## src/rtl/led_sequencer.sv

```systemverilog
// Multi-mode LED bank sequencer: bounce, rotate, blink and bar-fill patterns
// advanced by an internal clock-enable divider, with hold and single-step.
module led_sequencer #(
  parameter int N         = 8,
  parameter int DIV_BUS   = 32,
  parameter bit BLINK_ALL = 1'b1
) (
  input  logic               clk,
  input  logic               rst,
  input  logic               en,
  input  logic               step,
  input  logic [2:0]         mode,
  input  logic [DIV_BUS-1:0] div,
  output logic [N-1:0]       out_led,
  output logic               tick,
  output logic               dir
);

  localparam logic [2:0] M_BOUNCE = 3'd0;
  localparam logic [2:0] M_ROTL   = 3'd1;
  localparam logic [2:0] M_ROTR   = 3'd2;
  localparam logic [2:0] M_BLINK  = 3'd3;
  localparam logic [2:0] M_FILL   = 3'd4;

  localparam logic [N-1:0]       ONE_MSB = {1'b1, {(N-1){1'b0}}};
  localparam logic [N-1:0]       ONE_LSB = {{(N-1){1'b0}}, 1'b1};
  localparam logic [DIV_BUS-1:0] ONE_DIV = {{(DIV_BUS-1){1'b0}}, 1'b1};

  function automatic logic [N-1:0] alt_pattern();
    logic [N-1:0] a;
    for (int i = 0; i < N; i++) a[i] = ~i[0];
    return a;
  endfunction

  localparam logic [N-1:0] ALT = alt_pattern();

  // Unused codes keep whatever the bank currently shows.
  function automatic logic [N-1:0] start_led(input logic [2:0] m, input logic [N-1:0] cur);
    logic [N-1:0] r;
    case (m)
      M_BOUNCE, M_ROTR: r = ONE_MSB;
      M_ROTL:           r = ONE_LSB;
      M_BLINK:          r = BLINK_ALL ? {N{1'b1}} : ALT;
      M_FILL:           r = '0;
      default:          r = cur;
    endcase
    return r;
  endfunction

  logic [DIV_BUS-1:0] cnt, cnt_nxt, dm1;
  logic [2:0]         mode_q, mode_nxt;
  logic [N-1:0]       led_nxt;
  logic               dir_nxt, tick_nxt;
  logic               adv_div, adv, mode_chg;

  always_comb begin
    dm1      = (div == '0) ? '0 : div - ONE_DIV;
    adv_div  = en && (cnt >= dm1);
    adv      = adv_div || step;
    mode_chg = (mode != mode_q);
    led_nxt  = out_led;
    dir_nxt  = dir;
    tick_nxt = 1'b0;
    cnt_nxt  = cnt;
    mode_nxt = mode_q;
    if (mode_chg) begin
      led_nxt  = start_led(mode, out_led);
      dir_nxt  = (mode == M_FILL);
      cnt_nxt  = '0;
      mode_nxt = mode;
    end else if (adv) begin
      tick_nxt = 1'b1;
      cnt_nxt  = '0;
      case (mode_q)
        M_BOUNCE: begin
          if (!dir) begin
            if (out_led[0]) begin
              dir_nxt = 1'b1;
              led_nxt = out_led << 1;
            end else begin
              led_nxt = out_led >> 1;
            end
          end else begin
            if (out_led[N-1]) begin
              dir_nxt = 1'b0;
              led_nxt = out_led >> 1;
            end else begin
              led_nxt = out_led << 1;
            end
          end
        end
        M_ROTL:  led_nxt = {out_led[N-2:0], out_led[N-1]};
        M_ROTR:  led_nxt = {out_led[0], out_led[N-1:1]};
        M_BLINK: led_nxt = ~out_led;
        M_FILL: begin
          // Fill up from the LSB, then drain by shifting zeros in.
          if (dir) begin
            led_nxt = {out_led[N-2:0], 1'b1};
            if (&led_nxt) dir_nxt = 1'b0;
          end else begin
            led_nxt = out_led << 1;
            if (led_nxt == '0) dir_nxt = 1'b1;
          end
        end
        default: led_nxt = out_led;
      endcase
    end else if (en) begin
      cnt_nxt = cnt + ONE_DIV;
    end
  end

  always_ff @(posedge clk) begin
    if (!rst) begin
      cnt     <= '0;
      tick    <= 1'b0;
      mode_q  <= mode;
      out_led <= start_led(mode, out_led);
      dir     <= (mode == M_FILL);
    end else begin
      cnt     <= cnt_nxt;
      tick    <= tick_nxt;
      mode_q  <= mode_nxt;
      out_led <= led_nxt;
      dir     <= dir_nxt;
    end
  end

endmodule
```

## config.mk

```make
export PLATFORM = sky130hd
export DESIGN_NAME = led_sequencer
export DESIGN_NICKNAME = d
export VERILOG_FILES = /design/src/rtl/led_sequencer.sv
export SDC_FILE = /design/constraint.sdc
export NUM_CORES = 1
export LEC_CHECK = 0
export CORE_UTILIZATION = 55
export CTS_BUF_LIST = sky130_fd_sc_hd__clkbuf_4 sky130_fd_sc_hd__clkbuf_8
export DETAILED_ROUTE_END_ITERATION = 10
export PLACE_DENSITY = 0.9
export SETUP_SLACK_MARGIN = 0.05
export SYNTH_ARGS = -nofsm -noshare
export SYNTH_HDL_FRONTEND = slang
export SYNTH_SLANG_ARGS = --single-unit
```

## constraint.sdc

```tcl
create_clock -name clk -period 11.8 [get_ports clk]
set_input_delay 1.18 -clock clk [delete_from_list [all_inputs] [get_ports clk]]
set_output_delay 1.18 -clock clk [all_outputs]
set_load 0.005 [all_outputs]
```

==> impl_metrics.yaml, run 1 <==
final_layout:
  drive_gt1_share_pct: 3.60
  finalNetCount: 601
  syn_to_final_growth_pct: 14.5
  n_antenna_cell: 0
clocking:
  cts_buffers: 5
  cts_sinks: 45
  clk_pin_slew_ps: 80
  cts_tree: "done"
  clk_path_buf_depth: 2
  hold_buffers: 0
  post_cts_buffers: 0
  cts_resized: 0
  clockRootBuffer: "clkbuf_8"
  clk_latency_ps: 300
  h-tree-depth: 2
synthesis:
  yosys_most_used_dff: "dfxtp_1"
  synth_area_leaders: "dfxtp_1 (17%), ha_1 (11%), xor2_1 (10%)"
  synth-compound-area-share_pct: 13.2
  synthAdderAreaFrac_pct: 11.4
  synth_cell_types: 55
  synthSimpleGateAreaFrac_pct: 30.4
  syn_avg_cell_area_um2: 7.84
  postSynthCellCount: 501
  ys_seq_elements: 45
  synth_mux_area_share_pct: 1.63
  netlist_area_um2: 3930
  yosysSeqAreaShare_pct: 26.0
  synth_edf_count: 12
  synth.top_cell.area_share_pct: 16.8
  synthXorXnorAreaFrac_pct: 13.4
  ys_top_cells_by_count: "nand2_1 (73), xor2_1 (46), nor3_1 (44), ha_1 (35)"
  async_flop_share_pct: 0
  synth.net_count: 575
  synth_top_family_by_area: "simple AND/OR/NAND/NOR gates"
  netlist.top_cell.by_area: "dfxtp_1"
  yosysMostFrequentCell: "nand2_1"
  yosys_warnings: 0
worst_setup_path:
  cp_top_family: "simple AND/OR/NAND/NOR gates"
  path_common_cell: "or4_4"
  cp_num_buf_inv: 2
  worstPathRequired_ps: 11770
  slowest_stage: "nand4_2"
  ff2ff_path_depth: 4
  path_depth: 15
  cp_data_arrival_time_ps: 6630
  path_max_fanout: 32
  crit_type: "in2reg"
  cp-end-kind: "register"
  cp-start-kind: "input pin"
  slowest_delay_ps: 580
  path_cells: "clkdlybuf4s50_1 -> or4_4 -> or4_4 -> or4_4 -> nor4_4 -> nand4_2 -> and2_1 -> ha_1 -> nand2b_1 -> a2111oi_0 -> or4b_1 -> a31oi_1 -> o21a_1 -> buf_4 -> o32a_1"
sta:
  slew_headroom_pct: 33.2
  fmax_mhz: 150
  fin_crit_sh_pct: 56.4
  hold_viol_final: 0
  finalSetupViolCount: 0
  tightest_slew_ps: 994
  fin_setup_tns_ps: 0
  setup_ws_ps: 5140
  fin_skew_ps: 6.65
  holdWs_ps: 582
  slew_viol_final: 0
  rsz0062_at_grt: "no"
  finalCriticalPeriod_ps: 6660
floorplan:
  dieArea_um2: 7480
  row_count: 30
  fp.dieH_um: 86.5
  core_area_um2: 6830
  fp.dieW_um: 86.5
  io_pins: 49
  initial_core_util_pct: 57.5
outcome:
  outcome: "finished clean"
power_and_ir_drop:
  leakage_nw: 1.74
  p_sw_mw: 0.105
  p_sw_share_pct: 29.5
  pwr-share-clk_pct: 24.9
  comb_power_share_pct: 23.5
  power.internal_mw: 0.252
  cellPowerDensity_nw_per_um2: 79.4
  power_frac_seq_pct: 51.5
  ir_drop_v: 0.0000398
routing:
  vias: 3726
  dr.pass1.iters: 5
  route.detailed.wl_per_inst_um: 14.1
  drcViolationCount: 0
  drtIter0Drc: 209
  via_per_inst: 5.97
  drtAntennaViolNets: 0
  totalWireLength_um: 8780
global_route:
  grt_max_degree: 35
  antenna_found_initial: 0
  grt_pass1_vias: 3512
  grt_pass1_wl_um: 15300
  track_usage_pct: 25.1
  grt.overflow.total: 0
place:
  place_hpwl_um: 6790
  io_buffers: 48
  gp_congestion: 0.892
  dp_worst_setup_slack_ps: 4840
flow_run:
  cap_violations: 0
min_path:
  min_delay_path_depth: 2
  hp-class: "reg2reg"
[power groups by stage]
stage	registers, mW	clock network [mW]	logic, mW
6_report	0.184	0.0889	0.0841
5_1_grt	0.186	0.0976	0.0933
4_1_cts	0.183	0.0922	0.0840
3_5_place_dp	0.187	0	0.0837
3_3_place_gp	0.187	0	0.0802
2_1_floorplan	0.175	0	0.0571
[metal layers]
layer  wire length [µm]  track usage (%)
met4                180             10.6
met5                  0                0
met2               4180             43.3
met1               3910             32.0
met3                502             2.67
[cells in the final DEF (no fill, tap or decap), types with 2 or more instances in the layout]
cell and instances:
o211ai_1 3, nand2_1 73, and3_1 6, dfxtp_1 33, a31oi_1 3, a221oi_1 3, clkinv_1 2, mux2i_1 3
or4_4 3, mux2_2 3, and2_1 3, xor2_1 46, nor3_1 44, and4_1 3, o22ai_1 2, a211oi_1 2
nor4_1 9, o21a_1 3, or3_1 5, nand2b_1 5, inv_1 10, nor2b_1 7, nand4_1 18, a31o_2 2
nand3b_1 2, or4b_1 2, a32oi_1 2, o32a_1 2, nand3_1 17, xnor2_1 14, a21o_1 2, clkbuf_8 5
clkdlybuf4s50_1 48, o221ai_1 2, a21oi_1 33, edfxtp_1 12, ha_1 35, o21ai_0 11, nor2_1 27, or4_1 6
[final timing paths]
path | start | endpoint | slack, ps
setup / recovery | div[13] | out_led[4] | 5140
hold / removal | cnt[4] | cnt[4] | 580
setup reg to reg | mode_q[0] | out_led[4] | 8660
hold reg to reg | cnt[4] | cnt[4] | 580
[worst reg2reg max path, cell delays in order (launching register included)]
cell and delay, ps:
edfxtp_1 780, xnor2_1 190, nand4_1 650, or2_2 840, o32a_1 400
[metrics by stage]
step | util, % | instance area, µm² | instances | total power [mW]
3_5_place_dp | 64.6 | 4410 | 616 | 0.271
4_1_cts | 65.8 | 4500 | 624 | 0.360
5_1_grt | 65.8 | 4500 | 624 | 0.377
3_3_place_gp | 64.6 | 4410 | 616 | 0.267
6_report | 65.8 | 4500 | 624 | 0.357
2_1_floorplan | - | 3930 | 501 | 0.232
[kinds of logic after synthesis]
| kind of cell | Yosys count |
|---|---|
| mux | 6 |
| buf+inv | 40 |
| fa+ha+maj | 36 |
| simple gates | 233 |
| compound gates | 81 |
| xor+xnor | 60 |
| flops | 45 |
[state kept, by name (all words and copies together), names as in the netlist]
signal / count
cnt: 32
dir: 1
mode_q: 3
out_led: 8
tick: 1
[cell type report]
type	count	area, µm²
tap	96	120
inverter	10	37.5
clock inverter	3	12.5
timing repair buffer	49	488
fill	570	2340
sequential	45	1020
multi-input combinational	416	2750
clock buffer	5	68.8
(Power assumes the default switching activity.)
==> inputs of run 2 (changes only) <==
Clock period 11.8 ns to 6.8 ns, I/O delays scaled along.
==> run 2 against run 1 <==
Effect of this change: first-iteration DRC count decreased by 6.7%; clock-buffer cell count is 1 higher; clock skew is 2.8 ps lower.
==> impl_metrics.yaml, run 2 (same netlist as run 1, synthesis figures left out) <==
routing:
  route.detailed.wl_per_inst_um: 14.3
  drtAntennaViolNets: 0
  drcViolationCount: 0
  vias: 3736
  via_per_inst: 5.98
  drtIter0Drc: 195
  dr.pass1.iters: 5
  totalWireLength_um: 8930
final_layout:
  largest_reg_flops: 32
  drive_gt1_share_pct: 4.16
  layout_commonest_cell: "nand2_1"
  final_cell_mix: "nand2_1 (73), clkdlybuf4s50_1 (48), xor2_1 (46), nor3_1 (44), ha_1 (35)"
  largestRegisters: "cnt (32), out_led (8), mode_q (3)"
  finalNetCount: 602
  n_antenna_cell: 0
  syn_to_final_growth_pct: 15.5
  top_register: "cnt"
clocking:
  clk_latency_ps: 300
  clk_path_buf_depth: 2
  cts_tree: "done"
  cts_buffers: 5
  clockRootBuffer: "clkbuf_8"
  cts_resized: 0
  cts_sinks: 45
  h-tree-depth: 2
  post_cts_buffers: 0
  hold_buffers: 0
  clk_pin_slew_ps: 80
worst_setup_path:
  path_max_fanout: 11
  slowest_delay_ps: 600
  cp-end-kind: "register"
  cp_data_arrival_time_ps: 5610
  path_cells: "clkdlybuf4s50_1 -> or4_1 -> nor4_1 -> nand2_1 -> nor4_1 -> xor2_1 -> nand2_1 -> ha_1 -> nand4_1 -> nor3_1 -> or4b_1 -> a31oi_1 -> o21a_1 -> o32a_1"
  worstPathRequired_ps: 6770
  slowest_stage: "nor4_1"
  cp-start-kind: "input pin"
  crit_type: "in2reg"
  cp_top_family: "simple AND/OR/NAND/NOR gates"
  cp_num_buf_inv: 1
power_and_ir_drop:
  power.internal_mw: 0.481
  pwr-share-clk_pct: 30.3
  comb_power_share_pct: 21.8
  power_frac_seq_pct: 47.9
  ir_drop_v: 0.0000939
  leakage_nw: 1.76
  p_sw_mw: 0.188
  cellPowerDensity_nw_per_um2: 148
  p_sw_share_pct: 28.1
sta:
  fmax_mhz: 177
  finalSetupViolCount: 0
  rsz0062_at_grt: "no"
  holdWs_ps: 568
  tightest_slew_ps: 1060
  hold_viol_final: 0
  fin_setup_tns_ps: 0
  fin_skew_ps: 3.88
  finalCriticalPeriod_ps: 5640
  slew_viol_final: 0
  fin_crit_sh_pct: 82.9
  slew_headroom_pct: 28.5
min_path:
  hp-class: "reg2reg"
global_route:
  grt_max_degree: 35
  antenna_found_initial: 0
  track_usage_pct: 25.2
  grt.overflow.total: 0
  grt_pass1_vias: 3541
  grt_pass1_wl_um: 15400
floorplan:
  io_pins: 49
  dieArea_um2: 7480
  core_area_um2: 6830
  row_count: 30
  initial_core_util_pct: 57.5
  fp.dieW_um: 86.5
  fp.dieH_um: 86.5
place:
  io_buffers: 48
  place_hpwl_um: 6790
  gp_congestion: 0.869
outcome:
  outcome: "finished clean"
flow_run:
  cap_violations: 0
==> run 2: cell count changes in the layout (fill, tap and decap cells not counted) <==
cell / delta
buf_4: +1
bufinv_16: +1
clkbuf_4: +1
clkinv_1: -2
==> run 2: worst paths after layout <==
kind | startpoint | to | slack (ps) | depth (start not counted)
worst min-delay path | cnt[10] | cnt[10] | 570 | 2
worst min register to register | cnt[10] | cnt[10] | 570 | 2
worst max-delay path | div[5] | out_led[4] | 1160 | 14
worst max register to register | mode_q[0] | out_led[4] | 3660 | 4
==> run 2: layout make-up <==
| class | instances | area (µm²) |
|---|---|---|
| Clock inverter | 2 | 35.0 |
| Multi-Input combinational cell | 416 | 2750 |
| Clock buffer | 6 | 76.3 |
| Fill cell | 597 | 2300 |
| Sequential cell | 45 | 1020 |
| Inverter | 10 | 37.5 |
| Timing Repair Buffer | 50 | 495 |
| Tap cell | 96 | 120 |
==> run 2: worst min-delay path, delay by kind of cell (launching register included) <==
kind	cells	cell delay, ps
xor+xnor	1	150
flops	1	340
simple gates	1	40
==> run 2: power groups by stage <==
stage	clock network [mW]	registers, mW	logic (mW)
floorplan	0	0.304	0.0991
global route	0.214	0.324	0.163
CTS	0.206	0.319	0.145
detailed placement	0	0.325	0.145
global placement	0	0.324	0.139
finish	0.203	0.320	0.146
==> run 2: per-stage QoR <==
stage	cells	setup WS [ps]	power [mW]	cell area, µm²	util (%)
CTS	625	1210	0.670	4530	66.4
global route	625	662	0.701	4530	66.4
finish	625	1160	0.669	4530	66.4
global placement	617	1070	0.463	4420	64.7
detailed placement	617	881	0.470	4420	64.7
floorplan	501	1600	0.403	3930	-
==> run 2: routing by layer <==
metal / vias up / global-route usage (%) / part of all wire, %
met3: 16 / 2.38 / 4.9
li1: 1865 / - / -
met1: 1717 / 31.6 / 44
met4: 0 / 8.18 / 1.8
met5: - / 0 / 0
met2: 138 / 45.3 / 49
